[src/rtl/rf_cmd_sequencer_if.sv]
// Command/response handshake bundle for rf_cmd_sequencer.
//   cmd_*  : command channel, valid/ready, initiator -> sequencer
//   rsp_*  : response channel, valid/ready, sequencer -> initiator
// Modports: master = command initiator, slave = sequencer.
interface rf_cmd_sequencer_if #(
   parameter int unsigned N         = 8,
   parameter int unsigned ADDR_BITS = 2
) ();
   logic                 cmd_valid;
   logic                 cmd_ready;
   logic [1:0]           cmd_op;
   logic [ADDR_BITS-1:0] cmd_addr_a;
   logic [ADDR_BITS-1:0] cmd_addr_b;
   logic [N-1:0]         cmd_data;
   logic                 rsp_valid;
   logic                 rsp_ready;
   logic [N-1:0]         rsp_data_a;
   logic [N-1:0]         rsp_data_b;
   logic                 rsp_err;

   modport master (
      output cmd_valid, cmd_op, cmd_addr_a, cmd_addr_b, cmd_data, rsp_ready,
      input  cmd_ready, rsp_valid, rsp_data_a, rsp_data_b, rsp_err
   );

   modport slave (
      input  cmd_valid, cmd_op, cmd_addr_a, cmd_addr_b, cmd_data, rsp_ready,
      output cmd_ready, rsp_valid, rsp_data_a, rsp_data_b, rsp_err
   );
endinterface

[src/rtl/rf_cmd_sequencer.sv]
// Command-driven initiator for the lab register file. Accepts READ/WRITE/COPY/SWAP
// commands, owns every RF control signal and returns read data as a response.
// Ports:
//   clk, rst_n        clock, asynchronous active-low reset
//   bus (slave)       cmd_* command channel / rsp_* response channel
//   rf_write_en/addr  RF write strobe and address
//   rf_sel_source     RF write source select (00 = input A, 01 = input B)
//   rf_data_a/b       RF inputs A/B
//   rf_read_addr_a/b  RF read addresses
//   rf_sel_dest_a/b   RF destination selects, tied to 0 (outputs 1A/1B)
//   rf_q_a/b          RF combinational read data
// Build option: define RF_WRITE_PROTECT_EN to make register 0 read-only and
// report suppressed writes through rsp_err.
module rf_cmd_sequencer #(
   parameter int unsigned N         = 8,
   parameter int unsigned ADDR_BITS = 2
) (
   input  logic                 clk,
   input  logic                 rst_n,
   rf_cmd_sequencer_if.slave    bus,
   output logic                 rf_write_en,
   output logic [ADDR_BITS-1:0] rf_write_addr,
   output logic [1:0]           rf_sel_source,
   output logic [N-1:0]         rf_data_a,
   output logic [N-1:0]         rf_data_b,
   output logic [ADDR_BITS-1:0] rf_read_addr_a,
   output logic [ADDR_BITS-1:0] rf_read_addr_b,
   output logic                 rf_sel_dest_a,
   output logic                 rf_sel_dest_b,
   input  logic [N-1:0]         rf_q_a,
   input  logic [N-1:0]         rf_q_b
);

`ifdef RF_WRITE_PROTECT_EN
   localparam bit WP = 1'b1;
`else
   localparam bit WP = 1'b0;
`endif

   localparam logic [1:0] OP_READ  = 2'b00;
   localparam logic [1:0] OP_WRITE = 2'b01;
   localparam logic [1:0] OP_COPY  = 2'b10;
   localparam logic [1:0] OP_SWAP  = 2'b11;

   typedef enum logic [2:0] {IDLE, RD, WR, SW2, RESP} state_t;

   state_t               state_q, state_d;
   logic [1:0]           op_q, op_d;
   logic [ADDR_BITS-1:0] addr_a_q, addr_a_d, addr_b_q, addr_b_d;
   logic [N-1:0]         data_q, data_d;
   logic [N-1:0]         hold_a_q, hold_a_d, hold_b_q, hold_b_d;
   logic                 err_q, err_d;
   logic [ADDR_BITS-1:0] wr_tgt;

   logic                 cmd_ready_q, cmd_ready_d;
   logic                 rsp_valid_q, rsp_valid_d;
   logic [N-1:0]         rsp_data_a_q, rsp_data_a_d, rsp_data_b_q, rsp_data_b_d;
   logic                 rsp_err_q, rsp_err_d;
   logic                 rf_write_en_q, rf_write_en_d;
   logic [ADDR_BITS-1:0] rf_write_addr_q, rf_write_addr_d;
   logic [1:0]           rf_sel_source_q, rf_sel_source_d;
   logic [N-1:0]         rf_data_a_q, rf_data_a_d, rf_data_b_q, rf_data_b_d;
   logic [ADDR_BITS-1:0] rf_read_addr_a_q, rf_read_addr_a_d;
   logic [ADDR_BITS-1:0] rf_read_addr_b_q, rf_read_addr_b_d;

   // Next state, command latch and holding registers; then every registered
   // output is derived from the next state so it lines up with that state.
   always_comb begin
      state_d  = state_q;
      op_d     = op_q;
      addr_a_d = addr_a_q;
      addr_b_d = addr_b_q;
      data_d   = data_q;
      hold_a_d = hold_a_q;
      hold_b_d = hold_b_q;
      err_d    = err_q;
      wr_tgt   = '0;

      cmd_ready_d      = 1'b0;
      rsp_valid_d      = 1'b0;
      rsp_data_a_d     = '0;
      rsp_data_b_d     = '0;
      rsp_err_d        = 1'b0;
      rf_write_en_d    = 1'b0;
      rf_write_addr_d  = '0;
      rf_sel_source_d  = 2'b00;
      rf_data_a_d      = '0;
      rf_data_b_d      = '0;
      rf_read_addr_a_d = '0;
      rf_read_addr_b_d = '0;

      case (state_q)
         IDLE: begin
            if (bus.cmd_valid) begin
               op_d     = bus.cmd_op;
               addr_a_d = bus.cmd_addr_a;
               addr_b_d = bus.cmd_addr_b;
               data_d   = bus.cmd_data;
               err_d    = 1'b0;
               state_d  = (bus.cmd_op == OP_WRITE) ? WR : RD;
            end
         end
         RD: begin
            hold_a_d = rf_q_a;
            hold_b_d = rf_q_b;
            state_d  = (op_q == OP_READ) ? RESP : WR;
         end
         WR:   state_d = (op_q == OP_SWAP) ? SW2 : RESP;
         SW2:  state_d = RESP;
         RESP: if (bus.rsp_ready) state_d = IDLE;
         default: state_d = IDLE;
      endcase

      case (state_d)
         IDLE: cmd_ready_d = 1'b1;
         RD: begin
            rf_read_addr_a_d = addr_a_d;
            rf_read_addr_b_d = addr_b_d;
         end
         WR: begin
            // WRITE targets a; COPY and the first SWAP write target b.
            wr_tgt          = (op_d == OP_WRITE) ? addr_a_d : addr_b_d;
            rf_write_addr_d = wr_tgt;
            rf_data_a_d     = (op_d == OP_WRITE) ? data_d : hold_a_d;
            if (WP && wr_tgt == '0) err_d = 1'b1;
            else                    rf_write_en_d = 1'b1;
         end
         SW2: begin
            rf_write_addr_d = addr_a_d;
            rf_sel_source_d = 2'b01;
            rf_data_b_d     = hold_b_d;
            if (WP && addr_a_d == '0) err_d = 1'b1;
            else                      rf_write_en_d = 1'b1;
         end
         RESP: begin
            rsp_valid_d = 1'b1;
            rsp_err_d   = err_d;
            case (op_d)
               OP_WRITE: rsp_data_a_d = data_d;
               OP_COPY:  rsp_data_a_d = hold_a_d;
               default: begin
                  rsp_data_a_d = hold_a_d;
                  rsp_data_b_d = hold_b_d;
               end
            endcase
         end
         default: ;
      endcase
   end

   // State, command latch and registered outputs.
   always_ff @(posedge clk or negedge rst_n) begin
      if (!rst_n) begin
         state_q          <= IDLE;
         op_q             <= OP_READ;
         addr_a_q         <= '0;
         addr_b_q         <= '0;
         data_q           <= '0;
         hold_a_q         <= '0;
         hold_b_q         <= '0;
         err_q            <= 1'b0;
         cmd_ready_q      <= 1'b1;
         rsp_valid_q      <= 1'b0;
         rsp_data_a_q     <= '0;
         rsp_data_b_q     <= '0;
         rsp_err_q        <= 1'b0;
         rf_write_en_q    <= 1'b0;
         rf_write_addr_q  <= '0;
         rf_sel_source_q  <= 2'b00;
         rf_data_a_q      <= '0;
         rf_data_b_q      <= '0;
         rf_read_addr_a_q <= '0;
         rf_read_addr_b_q <= '0;
      end else begin
         state_q          <= state_d;
         op_q             <= op_d;
         addr_a_q         <= addr_a_d;
         addr_b_q         <= addr_b_d;
         data_q           <= data_d;
         hold_a_q         <= hold_a_d;
         hold_b_q         <= hold_b_d;
         err_q            <= err_d;
         cmd_ready_q      <= cmd_ready_d;
         rsp_valid_q      <= rsp_valid_d;
         rsp_data_a_q     <= rsp_data_a_d;
         rsp_data_b_q     <= rsp_data_b_d;
         rsp_err_q        <= rsp_err_d;
         rf_write_en_q    <= rf_write_en_d;
         rf_write_addr_q  <= rf_write_addr_d;
         rf_sel_source_q  <= rf_sel_source_d;
         rf_data_a_q      <= rf_data_a_d;
         rf_data_b_q      <= rf_data_b_d;
         rf_read_addr_a_q <= rf_read_addr_a_d;
         rf_read_addr_b_q <= rf_read_addr_b_d;
      end
   end

   assign bus.cmd_ready  = cmd_ready_q;
   assign bus.rsp_valid  = rsp_valid_q;
   assign bus.rsp_data_a = rsp_data_a_q;
   assign bus.rsp_data_b = rsp_data_b_q;
   assign bus.rsp_err    = rsp_err_q;

   assign rf_write_en    = rf_write_en_q;
   assign rf_write_addr  = rf_write_addr_q;
   assign rf_sel_source  = rf_sel_source_q;
   assign rf_data_a      = rf_data_a_q;
   assign rf_data_b      = rf_data_b_q;
   assign rf_read_addr_a = rf_read_addr_a_q;
   assign rf_read_addr_b = rf_read_addr_b_q;

   // Only destination outputs 1A/1B are used.
   assign rf_sel_dest_a  = 1'b0;
   assign rf_sel_dest_b  = 1'b0;

endmodule

[src/flat_wrapper.sv]
// flat-port wrapper written by rule: the top's interface ports become plain ports
module rf_cmd_sequencer_flat 
#(
   parameter int unsigned N         = 8,
   parameter int unsigned ADDR_BITS = 2
)
  (clk, rst_n, rf_write_en, rf_write_addr, rf_sel_source, rf_data_a, rf_data_b, rf_read_addr_a, rf_read_addr_b, rf_sel_dest_a, rf_sel_dest_b, rf_q_a, rf_q_b, bus_cmd_valid, bus_cmd_op, bus_cmd_addr_a, bus_cmd_addr_b, bus_cmd_data, bus_rsp_ready, bus_cmd_ready, bus_rsp_valid, bus_rsp_data_a, bus_rsp_data_b, bus_rsp_err);
  rf_cmd_sequencer_if #(.N(N), .ADDR_BITS(ADDR_BITS)) bus_i ();
  input  logic clk;
  input  logic rst_n;
  output logic rf_write_en;
  output logic [ADDR_BITS-1:0] rf_write_addr;
  output logic [1:0] rf_sel_source;
  output logic [N-1:0] rf_data_a;
  output logic [N-1:0] rf_data_b;
  output logic [ADDR_BITS-1:0] rf_read_addr_a;
  output logic [ADDR_BITS-1:0] rf_read_addr_b;
  output logic rf_sel_dest_a;
  output logic rf_sel_dest_b;
  input  logic [N-1:0] rf_q_a;
  input  logic [N-1:0] rf_q_b;
  input wire logic [$bits(bus_i.cmd_valid)-1:0] bus_cmd_valid;
  input wire logic [$bits(bus_i.cmd_op)-1:0] bus_cmd_op;
  input wire logic [$bits(bus_i.cmd_addr_a)-1:0] bus_cmd_addr_a;
  input wire logic [$bits(bus_i.cmd_addr_b)-1:0] bus_cmd_addr_b;
  input wire logic [$bits(bus_i.cmd_data)-1:0] bus_cmd_data;
  input wire logic [$bits(bus_i.rsp_ready)-1:0] bus_rsp_ready;
  output wire logic [$bits(bus_i.cmd_ready)-1:0] bus_cmd_ready;
  output wire logic [$bits(bus_i.rsp_valid)-1:0] bus_rsp_valid;
  output wire logic [$bits(bus_i.rsp_data_a)-1:0] bus_rsp_data_a;
  output wire logic [$bits(bus_i.rsp_data_b)-1:0] bus_rsp_data_b;
  output wire logic [$bits(bus_i.rsp_err)-1:0] bus_rsp_err;
  assign bus_i.cmd_valid = bus_cmd_valid;
  assign bus_i.cmd_op = bus_cmd_op;
  assign bus_i.cmd_addr_a = bus_cmd_addr_a;
  assign bus_i.cmd_addr_b = bus_cmd_addr_b;
  assign bus_i.cmd_data = bus_cmd_data;
  assign bus_i.rsp_ready = bus_rsp_ready;
  assign bus_cmd_ready = bus_i.cmd_ready;
  assign bus_rsp_valid = bus_i.rsp_valid;
  assign bus_rsp_data_a = bus_i.rsp_data_a;
  assign bus_rsp_data_b = bus_i.rsp_data_b;
  assign bus_rsp_err = bus_i.rsp_err;
  rf_cmd_sequencer #(.N(N), .ADDR_BITS(ADDR_BITS)) u_core (.clk(clk), .rst_n(rst_n), .bus(bus_i), .rf_write_en(rf_write_en), .rf_write_addr(rf_write_addr), .rf_sel_source(rf_sel_source), .rf_data_a(rf_data_a), .rf_data_b(rf_data_b), .rf_read_addr_a(rf_read_addr_a), .rf_read_addr_b(rf_read_addr_b), .rf_sel_dest_a(rf_sel_dest_a), .rf_sel_dest_b(rf_sel_dest_b), .rf_q_a(rf_q_a), .rf_q_b(rf_q_b));
endmodule
[config.mk]
export PLATFORM = sky130hd
export DESIGN_NAME = rf_cmd_sequencer_flat
export DESIGN_NICKNAME = d
export VERILOG_FILES = /design/src/rtl/rf_cmd_sequencer_if.sv /design/src/rtl/rf_cmd_sequencer.sv /design/src/flat_wrapper.sv
export SDC_FILE = /design/constraint.sdc
export NUM_CORES = 1
export LEC_CHECK = 0
export CORE_ASPECT_RATIO = 1.5
export CORE_MARGIN = 10
export CORE_UTILIZATION = 43
export DETAILED_ROUTE_END_ITERATION = 10
export PLACE_DENSITY = 0.76
export SLEW_MARGIN = 20
export SYNTH_ARGS = -nofsm -noshare
export SYNTH_HDL_FRONTEND = slang
export SYNTH_SLANG_ARGS = --single-unit
export TNS_END_PERCENT = 50
[constraint.sdc]
create_clock -name clk -period 2.4 [get_ports clk]
set_input_delay 0.72 -clock clk [delete_from_list [all_inputs] [get_ports clk]]
set_output_delay 0.72 -clock clk [all_outputs]
set_load 0.02 [all_outputs]
# After elaboration in Yosys (flattened, before gate mapping)
# Index checks and enable logic that the tools add are counted.
# totals
register_bits	77
in_bits	34
output_inout_bits	46
word_cells	70
# classes
n_eq_ne	12
mux	33
reduce_logical	5
# op_table
operator	n
8-bit 2-to-1 mux	10
2-bit 2-to-1 mux	10
3-bit one-hot mux with 5 select lines	1
3-bit by 2-bit equality test with 1-bit output, second input constant	4
3-bit 2-to-1 mux	4
1-bit 2-to-1 mux	7
3-bit by 1-bit equality test with 1-bit output, second input constant	2
3-bit equality test, second input constant	2
3-bit zero test	2
2-bit by 1-bit equality test with 1-bit output, second input constant	2
2-bit equality test, second input constant	2
2-bit one-hot mux with 2 select lines	1
2-bit OR reduction	2
2-bit zero test	1

# Logic depth before layout (Yosys ltp)
# logic_depth
word_depth	7
mapped_depth	9
ltp_nobuf	6

# Least setup slack after synthesis
# OpenSTA, ideal clock, no wires.
# synth_path
path_type	input port to flip-flop
startpoint	input bus_cmd_valid
endpoint	register u_core.rf_write_addr_q[1], in the netlist u_core.rf_write_addr[1]
setup_ns	0.121
arrival_time_ns	2.571
required_ns	2.279
slack_ns	-0.292
path_stages	9
n_path_buf	3
path_cell_list	nor4b_4 buf_4 buf_4 nor2b_1 a21oi_1 ha_1 clkbuf_1 mux2_2 a22o_1
# synth_between
elab_chain_cells	5
elab_cells_between_ends	13
cone_classes	eq/ne: 3; mux: 10
# synth_lines
element	line_no	source
from (decl)	flat_wrapper.sv:22	input wire logic [$bits(bus_i.cmd_valid)-1:0] bus_cmd_valid;
parallel branches: the longest is 4 deep, another holds 3-bit one-hot mux with 5 select lines	-	
2-bit one-hot mux with 2 select lines *	rf_cmd_sequencer.sv:114	case (state_d)
net u_core.rf_write_addr_d[1]	rf_cmd_sequencer.sv:60	logic [ADDR_BITS-1:0] rf_write_addr_q, rf_write_addr_d;
to (signal assigned)	rf_cmd_sequencer.sv:189	rf_write_addr_q <= rf_write_addr_d;
to (decl)	rf_cmd_sequencer.sv:60	
# Mark *: on every way through the listed nets, which the timed path passes.

# Worst setup path after layout
# Same ends and word-level chain as after synthesis.

==> metrics.txt <==
# TYPE chip_impl_metric gauge
chip_impl_info{name="timing.hold.worst.class",value="in -> async"} 1
chip_impl_metric{name="seqPwrFrac",unit="%"} 39.1
chip_impl_metric{name="cts-buffers-inserted",unit=""} 9
chip_impl_info{name="rsz0062_at_grt",value="no"} 1
chip_impl_metric{name="cp.required",unit="ns"} 2.62
chip_impl_info{name="critPathLaunchType",value="primary input"} 1
chip_impl_metric{name="drt_iter0_drc",unit=""} 107
chip_impl_metric{name="fmaxAchievable",unit="MHz"} 430.9
chip_impl_metric{name="yosysSeqAreaShare",unit="%"} 66.80
chip_impl_metric{name="grt_max_degree",unit=""} 45
chip_impl_metric{name="ir_worst_vdd",unit="uV"} 838.2
chip_impl_metric{name="die-width",unit="um"} 86.90
chip_impl_metric{name="power.switching",unit="mW"} 1.613
chip_impl_metric{name="grt_remaining_overflow",unit=""} 0
chip_impl_metric{name="row_count",unit=""} 36
chip_impl_info{name="crit-reg2reg-launch",value="u_core.state_q[2]"} 1
chip_impl_metric{name="antenna_found_initial",unit=""} 0
chip_impl_metric{name="grt_pass1_vias",unit=""} 1963
chip_impl_metric{name="synthesis.area",unit="mm2"} 0.002887
chip_impl_metric{name="netlist_instances",unit=""} 206
chip_impl_metric{name="power_report.internal_total",unit="mW"} 3.336
chip_impl_metric{name="fin_nets",unit=""} 332
chip_impl_metric{name="syn2layout_area_growth",unit="%"} 38.27
chip_impl_metric{name="timing.hold.ws",unit="ns"} 0.3712
chip_impl_metric{name="clock_power_share",unit="%"} 19.3
chip_impl_info{name="dominant_cells_by_area_after_synthesis",value="sky130_fd_sc_hd__dfrtp_1, sky130_fd_sc_hd__mux2_2, sky130_fd_sc_hd__and2_1, sky130_fd_sc_hd__mux2i_1, sky130_fd_sc_hd__nor2_1"} 1
chip_impl_metric{name="p_total",unit="mW"} 4.949
chip_impl_info{name="worstSetupEndpoint",value="u_core.rf_write_addr[1]"} 1
chip_impl_metric{name="grt_first_pass_wirelength",unit="um"} 10140
chip_impl_metric{name="static-leakage-power",unit="nW"} 1.870
chip_impl_metric{name="detailedRoute.firstPassIterationCount",unit=""} 4
chip_impl_metric{name="worst_setup_hold_path_clk_slew",unit="ns"} 0.07
chip_impl_metric{name="routabilityCongestion",unit=""} 0.7036
chip_impl_metric{name="yosysWarningCount",unit=""} 0
chip_impl_metric{name="insertedDiodeCount",unit=""} 0
chip_impl_metric{name="hpwl_reported_at_the_end_of_detailed_placement",unit="um"} 4729
chip_impl_metric{name="final.period_utilization",unit="%"} 96.70
chip_impl_metric{name="combPwrFrac",unit="%"} 41.6
chip_impl_metric{name="timing.reg2reg.setup_slack",unit="ns"} 0.35
chip_impl_metric{name="crit_path_max_fanout",unit=""} 11
chip_impl_info{name="crit_start",value="bus_cmd_valid"} 1
chip_impl_metric{name="avgViaCountPerCell",unit=""} 4.743
chip_impl_metric{name="vias",unit=""} 1793
chip_impl_info{name="status",value="complete, no violations"} 1
chip_impl_metric{name="max-slew-margin-rel",unit="%"} 63.69
chip_impl_metric{name="drt_wl_total",unit="um"} 6243
chip_impl_info{name="ctsRootBufferMaster",value="sky130_fd_sc_hd__clkbuf_8"} 1
chip_impl_metric{name="final.min_clock_period",unit="ns"} 2.321
chip_impl_metric{name="synth_top_area_share",unit="%"} 65.89
chip_impl_metric{name="clock_insertion_delay_worst_skew",unit="ns"} 0.34
chip_impl_metric{name="worstRegToRegCells",unit=""} 6
chip_impl_info{name="tritoncts_clock_tree",value="done"} 1
chip_impl_metric{name="placement.io_buffers",unit=""} 76
chip_impl_metric{name="final-hold-violation-count",unit=""} 0
chip_impl_metric{name="route.antenna.remaining_nets",unit=""} 0
chip_impl_metric{name="syn_area_per_cell",unit="um2"} 14.01
chip_impl_metric{name="cts.sinks",unit=""} 77
chip_impl_info{name="end_kind",value="flop"} 1
chip_impl_metric{name="hold_buffers",unit=""} 0
chip_impl_metric{name="routed_length_per_placed_instance",unit="um"} 16.52
chip_impl_metric{name="floorplan.core_area",unit="mm2"} 0.006531
chip_impl_metric{name="die_area",unit="mm2"} 0.01046
chip_impl_metric{name="final_setup_fails",unit=""} 0
chip_impl_metric{name="yosys.cell_types.count",unit=""} 33
chip_impl_metric{name="fill_cells",unit=""} 509
chip_impl_metric{name="die_height",unit="um"} 120.3
chip_impl_metric{name="h_tree_depth",unit=""} 3
chip_impl_metric{name="num_io_pins",unit=""} 80
chip_impl_metric{name="drc_violation_count_after_routing",unit=""} 0
chip_impl_metric{name="max_cap_violations",unit=""} 0
chip_impl_metric{name="final_layout_size_suffix_gt1_share",unit="%"} 20.86
chip_impl_metric{name="cp_data_arrival_time",unit="ns"} 2.54
chip_impl_metric{name="worst_pin_slew",unit="ns"} 0.5447
chip_impl_metric{name="slew_violations",unit=""} 0
chip_impl_metric{name="gr-usage-all-layers",unit="%"} 12.43
chip_impl_info{name="synth.largest_area_cell",value="sky130_fd_sc_hd__dfrtp_1"} 1
chip_impl_info{name="criticalPathCategory",value="in -> reg"} 1
chip_impl_metric{name="clockBufferDepth",unit=""} 2
chip_impl_metric{name="worst_clock_skew",unit="ns"} 0.008885
chip_impl_info{name="regToRegEndpoint",value="u_core.rf_write_addr[1]"} 1
chip_impl_metric{name="initial_core_util",unit="%"} 44.20
chip_impl_metric{name="switching_share_of_power",unit="%"} 32.59
chip_impl_metric{name="cellPowerDensity",unit="mW/mm2"} 1240
chip_impl_metric{name="synth.ff_latch_count",unit=""} 77
[synth_stat cells (all sizes together)]
cell and instances:
a21bo 1, a21o 1, a21oi 1, a22o 1
a31oi 1, a32o 1, and2 18, and3 4
buf 8, clkbuf 4, conb 1, dfrtp 76
dfstp 1, ha 1, inv 12, mux2 30
mux2i 8, nand2 4, nand2b 3, nand4 1
nor2 18, nor2b 3, nor3 1, nor3b 1
nor4b 2, o21ai 1, o2bb2ai 1, or2 2
[power by group through the flow]
| stage | Combinational (mW) | Sequential, mW | Clock (mW) |
|---|---|---|---|
| 2_1_floorplan | 1.13 | 2.16 | 0 |
| 5_1_grt | 2.27 | 1.99 | 1.04 |
| 6_report | 2.06 | 1.94 | 0.955 |
| 3_5_place_dp | 2.09 | 1.97 | 0 |
| 4_1_cts | 2.10 | 1.94 | 0.985 |
| 3_3_place_gp | 2.03 | 1.95 | 0 |
[worst max-delay path: stages]
cell	delay (ns)
sky130_fd_sc_hd__clkdlybuf4s50_1	0.45
sky130_fd_sc_hd__nor4b_4	0.30
sky130_fd_sc_hd__nor2b_1	0.10
sky130_fd_sc_hd__a21oi_2	0.18
sky130_fd_sc_hd__ha_4	0.26
sky130_fd_sc_hd__mux2_2	0.35
sky130_fd_sc_hd__a22o_1	0.17
[routing by layer]
metal	routed length [um]	GRT usage, %	share of wire [%]
met1	2266	12.95	36
met2	3271	20.63	52
met3	635	6.653	10
met4	70	4.268	1.1
met5	0	0	0
[worst min path at each step]
stage,start,to,depth (start not counted)
6_report,rst_n,u_core.bus.rsp_data_b[3],1
5_1_grt,rst_n,u_core.bus.rsp_data_b[7],1
4_1_cts,rst_n,u_core.bus.rsp_data_a[5],1
3_5_place_dp,u_core.data_q[3],u_core.data_q[3],1
3_3_place_gp,u_core.data_q[3],u_core.data_q[3],1
2_1_floorplan,rst_n,u_core.addr_a_q[0],0
[per-stage QoR]
step	std cells	utilization (%)	setup TNS, ns	area (um2)	worst slack, ns
4_1_cts	377	60.94	0	3980	0.04207
5_1_grt	378	61.11	0	3991	0.004363
6_report	378	61.11	0	3991	0.07930
3_3_place_gp	361	57.85	-5.188	3779	-0.2605
2_1_floorplan	208	-	-0.7792	2932	-0.06997
3_5_place_dp	361	57.85	-6.571	3779	-0.3211
[state kept, by name, summed over array words and instances, names as in the netlist, 3 cells and up]
name                   cells
u_core.rf_data_a           8
u_core.bus.rsp_data_b      8
u_core.bus.rsp_data_a      8
u_core.data_q              8
u_core.state_q             3
u_core.hold_a_q            8
u_core.hold_b_q            8
u_core.rf_data_b           8
[cells in the final DEF, fill, tap and decap left out, drive strengths merged]
cell,netlist,final
or2,2,2
nor3,1,1
nand2b,3,3
clkinv,0,3
buf,8,15
nor3b,1,1
o2bb2ai,1,1
bufinv,0,1
mux2,30,30
a21bo,1,1
clkinvlp,0,1
a32o,1,1
ha,1,1
clkdlybuf4s50,0,75
and2,18,18
a21oi,1,1
inv,12,12
a21o,1,1
nor4b,2,2
nor2b,3,3
dfstp,1,1
nand2,4,4
o21ai,1,1
conb,1,3
clkbuf,4,11
a31oi,1,1
mux2i,8,8
nand4,1,1
and3,4,4
nor2,18,18
dfrtp,76,76
a22o,1,1
[logic make-up (layout without fill, tap and decap cells)]
family | after synthesis | after routing | share of synthesized area (%)
other | 1 | 3 | 0.1299
adders and majority gates | 1 | 1 | 0.4334
buffers and inverters | 24 | 118 | 4.724
and+or+nand+nor | 57 | 57 | 11.14
DFF | 77 | 77 | 66.80
AOI/OAI and AO/OA | 8 | 8 | 2.167
muxes | 38 | 38 | 14.61
[cell type report]
type                       count  area [um2]  area share, %
multi-input combinational    107       854.6          21.41
clock buffer                  11       141.4          3.542
tap                           76       95.09          2.382
inverter                      12       45.04          1.129
sequential                    77        1928          48.31
clock inverter                 5       60.06          1.505
timing repair buffer          90       867.1          21.72
[repair_timing]
action,4_1_cts,5_1_grt
setup buffers,0,1
endpoints found under the setup margin,0,17
resized for setup,0,1
Power figures use the tool's default switching activity.
==> RTL edit 1: new RTL, config.mk and constraints unchanged <==
Add a define of `RF_WRITE_PROTECT_EN`.
--- a/src/rtl/rf_cmd_sequencer.sv
+++ b/src/rtl/rf_cmd_sequencer.sv
@@ -11,6 +11,8 @@
 //   rf_q_a/b          RF combinational read data
 // Build option: define RF_WRITE_PROTECT_EN to make register 0 read-only and
 // report suppressed writes through rsp_err.
+`define RF_WRITE_PROTECT_EN
+
 module rf_cmd_sequencer #(
    parameter int unsigned N         = 8,
    parameter int unsigned ADDR_BITS = 2
Function: changed (Yosys sat finds a counterexample within 4 cycles, from zero or initial values and one cycle with rst_n low).
==> RTL edit 1 against the unedited design <==
  * Synthesized area up 3.0%
  * Sequential share of layout area fell by 2.4 points
  * Synthesized cell count increased by 9.7%
  * Hold slack got worse by 0.047 ns
  * Power grew 8.4%
  * Register-to-register slack got worse by 0.08 ns
  * Global-route usage grew 0.77 points
  * First-iteration DRC count shrank 6.5%
  * Worst setup slack gained 0.076 ns
  * Cell area up 5.2%
  * Sequential cell count unchanged
  * Clock skew about the same
  * Wire length increased by 8.3%
  * Largest cell class unchanged
==> RTL edit 1: results (changes against the unedited design) <==
.. list-table::
   :header-rows: 1

   * - Metric
     - Value
   * - Outcome
     - finished clean (unchanged)
   * - VDD IR max
     - 0.5703 mV (was 0.8382 mV)
   * - Most frequent cells after synthesis
     - 76 x dfrtp_1, 24 x mux2_2, 21 x and2_1, 20 x nor2_1, 13 x nand2_1 (was 76 x dfrtp_1, 23 x mux2_2, 18 x and2_1, 18 x nor2_1, 12 x inv_1)
   * - Vias in the first global route
     - 2192 (was 1963)
   * - Num CTS Buffers
     - 9 (unchanged)
   * - Count of non-filler cells in the finished layout
     - 405 (was 378)
   * - Worst setup skew after layout
     - 0.008723 ns (was 0.008885 ns)
   * - Antenna violations before repair
     - 0 (unchanged)
   * - Detail-routed via count per cell
     - 4.899 (was 4.743)
   * - Total instance count after detailed placement
     - 388 (was 361)
   * - Number of H-tree levels
     - 3 (unchanged)
   * - Post-DRT Antenna Nets
     - 0 (unchanged)
   * - Pin count of the biggest net entering global routing
     - 42 (was 45)
   * - Layout net count
     - 358 (was 332)
   * - CTS max path bufs
     - 2 (unchanged)
   * - Setup Slack @ Placement
     - -0.4720 ns (was -0.3211 ns)
   * - Gp weighted congestion
     - 0.8184 (was 0.7036)
   * - Port Buffer Count
     - 76 (unchanged)
   * - Clock insertion delay at the later pin of the skew report
     - 0.35 ns
   * - Post-synth cell types
     - 37 (was 33)
   * - Share of synthesized flip-flops with an asynchronous set or reset
     - 100.0% (unchanged)
   * - Violation count after the first detailed-routing iteration
     - 100 (was 107)
   * - CTS root buf
     - clkbuf_8 (unchanged)
   * - Number of warnings printed during yosys synthesis
     - 0 (unchanged)
   * - Clock slew at the register clock pins of the worst setup and hold paths
     - 0.08 ns
   * - Average routed wire per standard cell
     - 16.70 um (was 16.52 um)
   * - Endpoint arrival time on the critical path
     - 2.48 ns (was 2.54 ns)
   * - First-pass DRT Iterations
     - 4 (unchanged)
   * - Fill cell count
     - 575 (was 509)
   * - Share of post-route cells with drive strength above 1
     - 21.71% (was 20.86%)
   * - Cell types with the largest area share after synthesis
     - dfrtp_1 64%, mux2_2 9.1%, and2_1 4.4%, mux2i_1 2.7%, nor2_1 2.5% (was dfrtp_1 66%, mux2_2 9.0%, and2_1 3.9%, mux2i_1 2.8%, nor2_1 2.3%)
   * - Largest fanout of any net on the critical path
     - 7 (was 11)
   * - Final antenna diode count
     - 0 (unchanged)
   * - Post-DP Area
     - 3959 um^2 (was 3779 um^2)
   * - Hold crit path type
     - in2async (unchanged)
   * - Leading register cell type out of synthesis
     - dfrtp_1 (unchanged)
   * - Sum of net half-perimeters after detailed placement
     - 5.087 mm (was 4.729 mm)
   * - Fraction of the yosys area taken by sequential cells
     - 64.83% (was 66.80%)
   * - Psw
     - 1783 uW (was 1613 uW)
   * - GRT Total Usage
     - 13.20% (was 12.43%)
   * - Leakage power
     - 0.001936 uW (was 0.001870 uW)
   * - Number of cells produced by synthesis
     - 226 (was 206)
   * - First-pass GRT wire length
     - 10.81 mm (was 10.14 mm)
==> RTL edit 1: cell count changes after synthesis, sizes merged, moves of 3 or more <==
cell and delta:
and2 +3, nand2 +9, nand4b +3, mux2 -4
==> RTL edit 1: final cells by class <==
cell class,count,area [um^2],share of cell area [%]
multi-input cells,127,965.9,23.01
clock inverters,6,88.84,2.116
repair buffers,96,948.4,22.59
flip-flops and latches,77,1928,45.93
well taps,78,97.59,2.325
inverters,12,45.04,1.073
clock buffers,9,123.9,2.951
==> RTL edit 1: what timing repair did <==
item	in CTS	in global routing
buffers inserted	2	0
setup endpoints to repair	16	0
gates resized for setup	4	0
==> RTL edit 1: routing by layer <==
| layer | share of wire (%) | global-route usage (%) | wire length (um) |
|---|---|---|---|
| met2 | 53 | 22.90 | 3586 |
| met5 | 0 | 0 | 0 |
| met4 | 1.7 | 6.600 | 113 |
| met1 | 38 | 13.80 | 2537 |
| met3 | 7.8 | 4.275 | 526 |
==> RTL edit 1: cells by family after synthesis <==
logic type               Yosys count  synth area share, %
flip-flops                        77                64.83
AND/OR/NAND/NOR                   75                14.01
multiplexers                      34                12.54
buffers and inverters             24                4.375
AO/OA/AOI/OAI                     14                3.702
adder cells (fa/ha/maj)            1               0.4206
other                              1               0.1261
==> RTL edit 1: metrics by stage <==
stage / hold slack, ns / total power [uW]
4_1_cts: 0.3299 / 5449
5_1_grt: 0.3435 / 5729
3_5_place_dp: 0.4835 / 4335
6_report: 0.3245 / 5366
3_3_place_gp: 0.4676 / 4268
2_1_floorplan: 0.4244 / 3389
==> RTL edit 1: worst max-delay path, stage by stage <==
cell	delay, ns
dlygate4sd2_1	0.21
or4b_4	0.47
nand2_1	0.08
and2_4	0.15
ha_4	0.21
nor3_2	0.07
a211oi_2	0.18
a21oi_2	0.07
a221o_1	0.31
==> RTL edit 1: worst paths after layout <==
check                                   startpoint                        to  slack [ns]  cells after the start
worst max register to register   u_core.state_q[1]              u_core.err_q        0.27                      9
worst min-delay path                         rst_n  u_core.bus.rsp_data_a[7]        0.32                      1
min in group clk                u_core.hold_a_q[6]        u_core.hold_a_q[6]        0.50                      1
worst min register to register  u_core.hold_a_q[6]        u_core.hold_a_q[6]        0.50                      1
worst max-delay path                 bus_cmd_valid              u_core.err_q        0.16                      9
max in group asynchronous                    rst_n  u_core.bus.rsp_data_a[0]        1.49                      2
==> RTL edit 1: power groups by stage <==
stage / Clock (uW) / Combinational, uW / Sequential [uW]
floorplan: 0 / 1220 / 2170
global placement: 0 / 2330 / 1930
CTS: 1070 / 2450 / 1920
finish: 1030 / 2410 / 1920
detailed placement: 0 / 2380 / 1950
global route: 1120 / 2640 / 1970
==> RTL edit 2: new RTL, same flow settings <==
Made on the original files. Take the reset off `hold_a_q` and load it in a clocked block of its own.
--- a/src/rtl/rf_cmd_sequencer.sv
+++ b/src/rtl/rf_cmd_sequencer.sv
@@ -156,7 +156,6 @@
          addr_a_q         <= '0;
          addr_b_q         <= '0;
          data_q           <= '0;
-         hold_a_q         <= '0;
          hold_b_q         <= '0;
          err_q            <= 1'b0;
          cmd_ready_q      <= 1'b1;
@@ -177,7 +176,6 @@
          addr_a_q         <= addr_a_d;
          addr_b_q         <= addr_b_d;
          data_q           <= data_d;
-         hold_a_q         <= hold_a_d;
          hold_b_q         <= hold_b_d;
          err_q            <= err_d;
          cmd_ready_q      <= cmd_ready_d;
@@ -195,6 +193,10 @@
       end
    end
 
+   always_ff @(posedge clk) begin
+      hold_a_q <= hold_a_d;
+   end
+
    assign bus.cmd_ready  = cmd_ready_q;
    assign bus.rsp_valid  = rsp_valid_q;
    assign bus.rsp_data_a = rsp_data_a_q;
Behaviour: no difference found for any inputs over 10 cycles, from zero or initial values and one cycle with rst_n low; that may be too few to reach the edited logic, so the function may still have changed.
==> RTL edit 2 against the unedited design <==
  * First-iteration DRC count decreased by 28%
  * Non-clock buffer count is 1 lower
  * Synthesized area shrank 1.4%
  * Wire length shrank 2.7%
  * Count of clock-buffer cells in the layout is the same
  * Worst setup slack worse by 0.041 ns
  * Power rose by 4.7%
  * Via count shrank 1.0%
  * Cell area is 0.47% higher
  * Sequential cell count stayed put
  * Highest routed layer unchanged
==> RTL edit 2: results (changes against the unedited design) <==
.. list-table::
   :header-rows: 1

   * - Metric
     - Value
   * - Fraction of the yosys area taken by sequential cells
     - 66.33% (was 66.80%)
   * - Clock insertion delay at the later pin of the skew report
     - 0.34 ns (about the same)
   * - Cells on worst reg2reg path
     - 6 (unchanged)
   * - Clock slew at the register clock pins of the worst setup and hold paths
     - 0.07 ns (about the same)
   * - Worst setup skew after layout
     - 0.007603 ns (was 0.008885 ns)
   * - Port Buffer Count
     - 76 (unchanged)
   * - Switching power as a share of total power
     - 30.83% (was 32.59%)
   * - Outcome
     - finished clean (unchanged)
   * - Violation count after the first detailed-routing iteration
     - 77 (was 107)
   * - Share of synthesized flip-flops with an asynchronous set or reset
     - 89.61% (was 100.0%)
   * - Vias in the first global route
     - 2010 (was 1963)
   * - Sum of net half-perimeters after detailed placement
     - 4.559 mm (was 4.729 mm)
   * - Post-synth cell types
     - 34 (was 33)
   * - Reg-to-reg critical path startpoint
     - u_core.state_q[2] (unchanged)
   * - Final antenna diode count
     - 0 (unchanged)
   * - Hold crit path type
     - in2async (unchanged)
   * - Reg-to-reg critical path endpoint
     - u_core.rf_write_addr[1] (unchanged)
   * - Reg2reg setup slack
     - 0.30 ns (was 0.35 ns)
   * - Most frequent cells after synthesis
     - 68 x dfrtp_1, 23 x mux2_2, 18 x and2_1, 18 x nor2_1, 12 x inv_1 (was 76 x dfrtp_1, 23 x mux2_2, 18 x and2_1, 18 x nor2_1, 12 x inv_1)
   * - CTS max path bufs
     - 2 (unchanged)
   * - Leading register cell type out of synthesis
     - dfrtp_1 (unchanged)
   * - CTS root buf
     - clkbuf_8 (unchanged)
   * - GRT Total Usage
     - 12.29% (was 12.43%)
   * - Endpoint arrival time on the critical path
     - 2.59 ns (was 2.54 ns)
   * - Number of warnings printed during yosys synthesis
     - 0 (unchanged)
   * - Pin count of the biggest net entering global routing
     - 70 (was 45)
   * - First-pass GRT wire length
     - 9.929 mm (was 10.14 mm)
   * - Via count of the routed design
     - 1775 (was 1793)
   * - Largest fanout of any net on the critical path
     - 10 (was 11)
   * - Routing usage on met1
     - 12.74% (was 12.95%)
   * - VDD IR max
     - 0.9276 mV (was 0.8382 mV)
   * - Leakage power
     - 0.001869 uW (was 0.001870 uW)
   * - Layout net count
     - 331 (was 332)
   * - Num CTS Buffers
     - 9 (unchanged)
   * - Gp weighted congestion
     - 0.7959 (was 0.7036)
   * - Share of post-route cells with drive strength above 1
     - 20.93% (was 20.86%)
   * - Number of H-tree levels
     - 3 (unchanged)
   * - Setup Slack @ Placement
     - -0.3501 ns (was -0.3211 ns)
   * - Antenna violations before repair
     - 0 (unchanged)
   * - Total wire length after detailed routing
     - 6.072 mm (was 6.243 mm)
   * - GRT met3 Usage
     - 7.244% (was 6.653%)
   * - Cell types with the largest area share after synthesis
     - dfrtp_1 60%, mux2_2 9.1%, dfxtp_1 5.6%, and2_1 4.0%, mux2i_1 2.8% (was dfrtp_1 66%, mux2_2 9.0%, and2_1 3.9%, mux2i_1 2.8%, nor2_1 2.3%)
   * - GR Util met2
     - 19.77% (was 20.63%)
   * - First-pass DRT Iterations
     - 4 (unchanged)
RTL edit 2: power by group through the flow:
stage	Clock, uW	Sequential [uW]	Combinational (uW)
final	1200	1940	2040
after global routing	1290	1990	2270
after CTS	1230	1940	2090
after detailed placement	0	1970	2090
after global placement	0	1950	2040
after floorplan	0	2160	1130
RTL edit 2: cells by family after synthesis:
| logic type | synth area share, % |
|---|---|
| AOI/OAI and AO/OA | 2.198 |
| adders and majority gates | 0.4395 |
| buffers and inverters | 4.791 |
| DFF | 66.33 |
| muxes | 14.81 |
| other | 0.1317 |
| and+or+nand+nor | 11.30 |
RTL edit 2: layout make-up:
class                      instances  area, um^2
clock buffer                      11       151.4
clock inverter                     5       106.4
fill                             535        2476
inverter                          12       45.04
multi-input combinational        107       854.6
sequential                        77        1888
tap                               76       95.09
timing repair buffer              89       869.6
RTL edit 2: timing repair:
| item | CTS | global route |
|---|---|---|
| endpoints found under the hold margin | 0 | 0 |
| hold buffers | 0 | 0 |
| setup buffers | 0 | 0 |
| endpoints found under the setup margin | 0 | 17 |
| gates resized for setup | 0 | 1 |
RTL edit 2: worst max-delay path by stage:
stage / end / slack [ns] / cells after the start / start
finish: u_core.rf_write_addr[1] / 0.04 / 7 / bus_cmd_valid
global route: u_core.rf_write_addr[1] / -0.03 / 7 / bus_cmd_valid
CTS: u_core.rf_write_addr[1] / 0.02 / 6 / bus_cmd_valid
detailed placement: u_core.rf_write_addr[1] / -0.35 / 6 / bus_cmd_valid
global placement: u_core.rf_write_addr[1] / -0.28 / 6 / bus_cmd_valid
floorplan: u_core.rf_write_addr[1] / -0.07 / 8 / bus_cmd_valid
RTL edit 2: critical path, stage by stage:
cell and delay [ns]:
clkdlybuf4s50_1 0.46, nor4b_4 0.32, nor2b_1 0.11, a21oi_2 0.19
ha_4 0.26, mux2_2 0.35, a22o_1 0.18
RTL edit 2: layer usage:
layer,up-vias,share of wire (%)
li1,845,-
met2,54,50
met5,-,0
met4,0,1.6
met3,8,11
met1,868,37
RTL edit 2: metrics by stage:
step                hold slack, ns  cell area (um^2)  instances  utilization [%]  setup TNS [ns]
floorplan                   0.4244              2892        208                -         -0.7792
global placement            0.4582              3749        361            57.79          -5.573
detailed placement          0.4638              3749        361            57.79          -7.159
CTS                         0.3917              4006        377            61.77               0
global route                0.4059              4010        377            61.82        -0.04143
finish                      0.3793              4010        377            61.82               0
